<file path="config.mk">
export PLATFORM = sky130hd
export DESIGN_NAME = mem_stage_ctrl
export DESIGN_NICKNAME = d
export VERILOG_FILES = /design/src/rtl/riscv_pkg.sv /design/src/rtl/mem_stage_ctrl.sv
export SDC_FILE = /design/constraint.sdc
export NUM_CORES = 1
export LEC_CHECK = 0
export ABC_AREA = 1
export ABC_CLOCK_PERIOD_IN_PS = 1200
export BUFFER_PORTS_ARGS = -buffer_cell sky130_fd_sc_hd__buf_2
export CAP_MARGIN = 20
export CORE_MARGIN = 5
export CORE_UTILIZATION = 44
export DETAILED_ROUTE_END_ITERATION = 10
export GPL_ROUTABILITY_DRIVEN = 0
export PLACE_DENSITY_LB_ADDON = 0.08
export SKIP_CTS_REPAIR_TIMING = 1
export SYNTH_ARGS = -nofsm -noshare
export SYNTH_HDL_FRONTEND = slang
export SYNTH_SLANG_ARGS = --single-unit
</file>
<file path="constraint.sdc">
create_clock -name clk_i -period 1.2 [get_ports clk_i]
set_input_delay 0.12 -clock clk_i [delete_from_list [all_inputs] [get_ports clk_i]]
set_output_delay 0.12 -clock clk_i [all_outputs]
set_load 0.02 [all_outputs]
</file>
<file path="src/rtl/riscv_pkg.sv">
// Shared definitions for the 5-stage RISC-V pipeline: data-path width,
// MEM-stage controller state encoding and word-alignment helpers.
package riscv_pkg;

    localparam int unsigned XLEN = 32;

    // Low address bits that must be zero for a naturally aligned word access.
    localparam logic [XLEN-1:0] ALIGN_MASK = 32'h0000_0003;

    // MEM-stage sequencing states, 2-bit encoding.
    typedef enum logic [1:0] {
        MS_IDLE = 2'd0,
        MS_REQ  = 2'd1,
        MS_DONE = 2'd2
    } mem_state_e;

    // True when a byte address is not word aligned.
    function automatic logic is_misaligned(input logic [XLEN-1:0] addr);
        return (addr & ALIGN_MASK) != '0;
    endfunction

endpackage : riscv_pkg

</file>
<file path="src/rtl/mem_stage_ctrl.sv">
// MEM-stage sequencing controller. Takes the load/store controls and operands
// held in EX/MEM, runs one access at a time against a variable-latency data
// memory over a req/ack handshake, stalls the upstream pipeline while the
// access is outstanding, and reports misaligned or timed-out accesses.
module mem_stage_ctrl
    import riscv_pkg::*;
#(
    parameter int unsigned TIMEOUT = 16  // max REQ cycles without ack, 2..255
) (
    input  logic            clk_i,
    input  logic            rst_i,        // asynchronous, active-low

    // EX/MEM pipeline register
    input  logic            MemRead_i,
    input  logic            MemWrite_i,
    input  logic [XLEN-1:0] ALUResult_i,
    input  logic [XLEN-1:0] ALUinB_i,

    // Data memory handshake
    output logic            mem_req_o,
    output logic            mem_we_o,
    output logic [XLEN-1:0] mem_addr_o,
    output logic [XLEN-1:0] mem_wdata_o,
    input  logic            mem_ack_i,
    input  logic [XLEN-1:0] mem_rdata_i,

    // Pipeline control / MEM/WB
    output logic            stall_o,
    output logic [XLEN-1:0] rdata_o,
    output logic            err_o
);

    // Counter value on the last REQ cycle an ack is still accepted.
    localparam logic [7:0] TMO_LAST = 8'(TIMEOUT - 1);

    mem_state_e      state_q, state_d;
    logic [7:0]      cnt_q,   cnt_d;
    logic            tmo_q,   tmo_d;
    logic            we_q,    we_d;
    logic [XLEN-1:0] addr_q,  addr_d;
    logic [XLEN-1:0] wdata_q, wdata_d;
    logic [XLEN-1:0] rdata_q, rdata_d;

    logic access;
    logic misaligned;
    logic idle_start;
    logic idle_fault;

    // Decode the instruction currently sitting in EX/MEM.
    always_comb begin
        access     = MemRead_i | MemWrite_i;
        misaligned = access & is_misaligned(ALUResult_i);
        idle_start = (state_q == MS_IDLE) & access & ~misaligned;
        idle_fault = (state_q == MS_IDLE) & misaligned;
    end

    // Next-state and datapath latch logic for the access sequencer.
    always_comb begin
        // NOTE: every _d starts as its _q so each path through the case
        // assigns it and no latch is inferred.
        state_d = state_q;
        cnt_d   = cnt_q;
        tmo_d   = tmo_q;
        we_d    = we_q;
        addr_d  = addr_q;
        wdata_d = wdata_q;
        rdata_d = rdata_q;

        unique case (state_q)
            MS_IDLE: begin
                // A misaligned access never leaves IDLE; its fault is flagged
                // combinationally below. Acks seen here are ignored.
                if (idle_start) begin
                    addr_d  = ALUResult_i;
                    wdata_d = ALUinB_i;
                    we_d    = MemWrite_i;
                    cnt_d   = '0;
                    state_d = MS_REQ;
                end
            end

            MS_REQ: begin
                if (mem_ack_i) begin
                    // A store completes without disturbing the last load result.
                    if (!we_q) begin
                        rdata_d = mem_rdata_i;
                    end
                    state_d = MS_DONE;
                end else if (cnt_q == TMO_LAST) begin
                    tmo_d   = 1'b1;
                    rdata_d = '0;
                    state_d = MS_DONE;
                end else if (cnt_q != 8'hFF) begin
                    // Saturate rather than wrap.
                    cnt_d = cnt_q + 8'd1;
                end
            end

            MS_DONE: begin
                tmo_d   = 1'b0;
                state_d = MS_IDLE;
            end

            default: begin
                state_d = MS_IDLE;
            end
        endcase
    end

    // State and latched-operand registers, cleared asynchronously.
    always_ff @(posedge clk_i or negedge rst_i) begin
        if (!rst_i) begin
            state_q <= MS_IDLE;
            cnt_q   <= '0;
            tmo_q   <= 1'b0;
            we_q    <= 1'b0;
            addr_q  <= '0;
            wdata_q <= '0;
            rdata_q <= '0;
        end else begin
            // NOTE: non-blocking assignments so every register samples the
            // pre-edge value of its _d regardless of statement order.
            state_q <= state_d;
            cnt_q   <= cnt_d;
            tmo_q   <= tmo_d;
            we_q    <= we_d;
            addr_q  <= addr_d;
            wdata_q <= wdata_d;
            rdata_q <= rdata_d;
        end
    end

    // Output decode. The request is taken straight from the state register so
    // an asynchronous reset drops it immediately; stall is combinational so
    // EX/MEM freezes in the same cycle an access is detected.
    always_comb begin
        mem_req_o   = (state_q == MS_REQ);
        mem_we_o    = we_q;
        mem_addr_o  = addr_q;
        mem_wdata_o = wdata_q;
        stall_o     = idle_start | (state_q == MS_REQ);
        err_o       = idle_fault | ((state_q == MS_DONE) & tmo_q);
        rdata_o     = idle_fault ? '0 : rdata_q;
    end

endmodule : mem_stage_ctrl
</file>
Yosys cells after proc, flatten, opt, wreduce, memory -nomap -nowiden
Cells that the tools add are included.
Widths: inputs -> output; s select.
{ "totals": {"reg_bits": 108, "latch_bits": 0, "ramBits": 0, "rom_bits": 0, "out_inout_bits": 100, "n_memories": 0} }
{ "op_classes": {"mux": 16, "order_cmp": 0, "n_reduce_logical": 10, "addsub": 1, "eq_ne": 11, "shift": 0, "div_mod_pow": 0, "multipliers": 0, "n_bitwise": 9} }
{ "op_table": {"columns": ["op", "count"], "rows": [
  ["$mux 32", 4],
  ["$mux 8", 4],
  ["$reduce_bool 32->1", 1],
  ["$pmux 8 s2", 1],
  ["$add 8x1->8 const B", 1],
  ["$eq 8x4->1 const B", 1],
  ["$ne 2x2->1 const B", 4],
  ["$ne 8x8->1 const B", 1],
  ["$mux 2", 3],
  ["$reduce_and 3->1", 2],
  ["$reduce_bool 2->1", 3],
  ["$and 1x1->1", 5],
  ["$reduce_and 5->1", 1],
  ["$ne 2x1->1 const B", 2],
  ["$pmux 2 s2", 1],
  ["$reduce_and 2->1", 2],
  ["$ne 3x1->1 const B", 1],
  ["$or 1x1->1", 3],
  ["$eq 2x1->1 const B", 1],
  ["$eq 2x2->1 const B", 1],
  ["$logic_not 2->1", 1],
  ["$mux 1", 2],
  ["$pmux 1 s2", 1],
  ["$not 1->1", 1]
]} }

Logic depth before layout (Yosys ltp)
{ "depth": {"depth_word": 6, "ltp_mapped": 10, "depth_no_buf": 9} }

Worst setup path after synthesis
Ideal clock, no wire load.
{ "synth_timing": {"kind": "register to register", "start": "register cnt_q[0]", "end": "register rdata_q[24]", "period_less_slack_ns": 1.314, "path_slack_ns": -0.114, "t_arrival_ns": 1.198, "stages_incl_launch_ff": 8, "setup_ns": 0.117, "cell_sequence": "dfrtp_1 -> ha_1 -> nand3_2 -> nor2_4 -> nand2_4 -> buf_2 -> nand3_1 -> nand2_1"} }
{ "synth_between": {"elab_chain_len": 3} }
{ "synth_lines": {"columns": ["item", "line_no", "rtl"], "rows": [
  ["from (decl)", "mem_stage_ctrl.sv:37", "logic [7:0] cnt_q, cnt_d;"],
  ["from (signal assigned)", "mem_stage_ctrl.sv:124", "cnt_q <= cnt_d;"],
  ["$eq 8x4->1", "mem_stage_ctrl.sv:89", "end else if (cnt_q == TMO_LAST) begin"],
  ["$reduce_bool 2->1 (no source line)", null, null],
  ["$reduce_and 3->1 (no source line)", null, null],
  ["to (signal assigned)", "mem_stage_ctrl.sv:129", "rdata_q <= rdata_d;"],
  ["to (decl)", "mem_stage_ctrl.sv:42", "logic [XLEN-1:0] rdata_q, rdata_d;"]
]} }
Every way passes these cells.
A chain may end at the register's enable or synchronous reset.

Worst setup path after layout
{ "layout_timing": {"start": "register state_q[1]", "end": "output port err_o"} }
{ "layout_between": {"elab_chain_len": 3} }
{ "layout_lines": {"columns": ["item", "line_no", "rtl"], "rows": [
  ["from (decl)", "mem_stage_ctrl.sv:36", "mem_state_e state_q, state_d;"],
  ["from (signal assigned)", "mem_stage_ctrl.sv:123", "state_q <= state_d;"],
  ["$eq 2x2->1 or $logic_not 2->1 (tied branches)", "mem_stage_ctrl.sv:142, mem_stage_ctrl.sv:54", null],
  ["$and 1x1->1 (on tied branches)", "mem_stage_ctrl.sv:142, mem_stage_ctrl.sv:54", null],
  ["$or 1x1->1 (*)", "mem_stage_ctrl.sv:142", "err_o = idle_fault | ((state_q == MS_DONE) & tmo_q);"],
  ["to (decl)", "mem_stage_ctrl.sv:30", "output logic err_o"]
]} }
Mark *: on every way between the ends. The rest lies on a longest branch, timed or not.

==> impl_metrics.csv <==
group,metric,value,unit
placed_design,dp_slack,-0.1472,ns
timing,fmax,625.1,MHz
floorplan,initial_utilization,44.40,%
global_route,grt_pass1_wl,19390,um
logic_synthesis,ys_top_cells_by_area,"dfrtp_1 (54%), nand2_1 (12%), inv_1 (7.8%)",
timing,slew_headroom,66.45,%
clock_tree,clock_latency,0.35,ns
floorplan,rows,39,
clock_tree,clockRootBuffer,"clkbuf_16",
clock_tree,clk_pin_slew_worst_paths,0.07,ns
routing,finalWirelength,15470,um
floorplan,die_area,13610,um^2
logic_synthesis,syn_nets,686,
logic_synthesis,yosysWarnings,0,
cells_and_area,area_growth,57.85,%
pwr,internal_power,8.830,mW
floorplan,pin_count,201,
logic_synthesis,synth_cell_types,23,
worst_setup_path,cp.arrival,1.48,ns
pwr,p_leak,4.514,nW
pwr,switching_power,5.457,mW
clock_tree,htree_levels,3,
pwr,total_power,14.29,mW
worst_setup_path,worstSetupStartpoint,"state_q[1]",
placed_design,io_buffers,200,
status,violations,"hold timing, setup timing",
clock_tree,cts.sinks,108,
pwr,seqPwrFrac,39.2,%
hold_path,hold_start,"ALUinB_i[30]",
timing,timing.final.hold_violations,6,
routing,initialDrtViolationCount,245,
logic_synthesis,synth_top_area_share,54.00,%
status,status,"finished with violations",
clock_tree,cts_buffers,9,
timing,post-route-worst-setup-slack,-0.3998,ns
pwr,p_sw_share,38.19,%
global_route,antenna_found_initial,2,
logic_synthesis,postSynthAreaPerCell,8.570,um^2
routing,wire_per_inst,15.69,um
routing,antenna_left,0,
worst_setup_path,crit_fanout,33,
logic_synthesis,synth.most_common_cell,"nand2_1",
worst_setup_path,crit_path_end_kind,"output port",
logic_synthesis,synth-edff-count,0,
logic_synthesis,async_reset_ff_share,100.0,%
cells_and_area,final_util,70.09,%
hold_path,min_path_type,"in2reg",
logic_synthesis,synth_cells,584,
pwr,comb_power_share,40.3,%
timing,min_period_over_period,133.3,%
logic_synthesis,synth_flop_cell,"dfrtp_1",
global_route,track_usage,18.04,%
floorplan,fp.dieW,116.7,um
timing,hold_ws,-0.002805,ns
run,drv_cap,0,
floorplan,core,11270,um^2
worst_setup_path,path_class,"reg2out",
timing,tightest_slew,0.5033,ns
placed_design,hpwl,9111,um
timing,rsz0062_at_grt,"true",
pwr,p_clk_share,20.5,%
timing,slew_violations,0,
logic_synthesis,yosys-top-cells-count,"nand2_1 (163), dfrtp_1 (108), inv_1 (104)",
worst_setup_path,r2r-start,"state_q[1]",
global_route,grt_max_degree,99,
global_route,grt_pass1_vias,4155,
worst_setup_path,crit_required,1.08,ns
timing,finClkSkew,0.005412,ns
routing,drtPass1Iterations,4,
logic_synthesis,ys_seq_area_share,54.00,%
pwr,ir_drop,1.124,mV
pwr,p_per_area,1809,nW/um^2
cells_and_area,layout.nets,938,
clock_tree,clk_path_buf_depth,2,
global_route,grt-ovfl-total,0,
worst_setup_path,cp-start-kind,"register",
logic_synthesis,synth_area,5005,um^2
floorplan,die_y,116.7,um
timing,setup_viol,138,
routing,vias,4714,
routing,vias_per_cell,4.781,
routing,drc_errors,0,
logic_synthesis,ys_ff_latch,108,
cells_and_area,drive_above_1_share,53.39,%
logic_synthesis,synth_area_leader_cell,"dfrtp_1",
clock_tree,cts_tree,"yes",
timing,min_period,1.600,ns
## stage by stage
| stage | TNS, ns | instance area [um^2] | instances |
|---|---|---|---|
| CTS | -27.93 | 6668 | 952 |
| floorplan | -2.790 | 5026 | 584 |
| global route | -45.28 | 7900 | 986 |
| detailed placement | -12.89 | 6381 | 936 |
| finish | -35.68 | 7900 | 986 |
| global placement | -7.675 | 6381 | 936 |
## cells by family (layout without fill, tap and decap cells)
family                     after synthesis  after routing  synth area share, %
and+or+nand+nor                        260            261                25.55
buffers and inverters                  141            397                12.75
DFF                                    108            108                54.00
AOI/OAI and AO/OA                       74             74                7.450
adders and majority gates                1              1               0.2500
other                                    0              2                    0
## power by group through the flow
stage / registers (mW) / clock network [mW] / logic (mW)
floorplan: 6.21 / 0 / 2.08
global placement: 5.41 / 0 / 4.61
detailed placement: 5.44 / 0 / 4.68
CTS: 5.38 / 3.00 / 4.69
global route: 5.73 / 3.14 / 6.25
finish: 5.60 / 2.93 / 5.76
## layout by cell type, fill, tap and decap left out, types with 10 or more instances in the layout
cell / instances
buf_2: 182
dfrtp_1: 108
inv_1: 102
nand2_1: 88
nand2_2: 47
buf_4: 42
o21ai_2: 39
nand3_1: 39
o21ai_1: 33
nand2_4: 32
nand3_2: 32
clkbuf_16: 21
buf_6: 15
buf_12: 13
nor2_1: 10
## state kept, by name, indices dropped and copies added (netlist names)
signal	flops
cnt_q	8
mem_addr_o	32
mem_wdata_o	32
mem_we_o	1
rdata_q	32
state_q	2
tmo_q	1
## layer usage
metal  part of all wire [%]  wire length [um]  vias to the layer above  global-route usage [%]
met1                     40              6226                     2230                   23.39
met4                    2.5               391                        0                   8.410
li1                       -                 -                     2296                       -
met2                     51              7872                      157                   29.10
met3                    6.3               980                       31                   3.731
met5                      0                 0                        -                       0
## path summary, 6_finish.rpt
path / to / slack [ns] / depth (start not counted)
setup / recovery: err_o / -0.40 / 5
hold / removal: mem_wdata_o[30] / -0.003 / 3
setup reg to reg: mem_wdata_o[31] / -0.32 / 8
hold reg to reg: mem_addr_o[28] / 0.48 / 2
max in group asynchronous: mem_addr_o[10] / 0.52 / 3
min in group asynchronous: mem_wdata_o[8] / 0.21 / 2
## final cells by class
type                            count  area, um^2
Clock buffer                       12       236.5
Fill cell                         895        3372
Tap cell                          143       178.9
Timing Repair Buffer              272        2081
Inverter                          109       411.6
Antenna cell                        2       5.005
Sequential cell                   108        2703
Multi-Input combinational cell    336        2235
Clock inverter                      4       50.05
## worst max-delay path: stages (launching register included)
cell and delay [ns]:
dfrtp_1 0.40, nor2_2 0.13, nand3b_1 0.13, buf_12 0.20, nand2_1 0.12, buf_4 0.16
(Power assumes the default switching activity.)
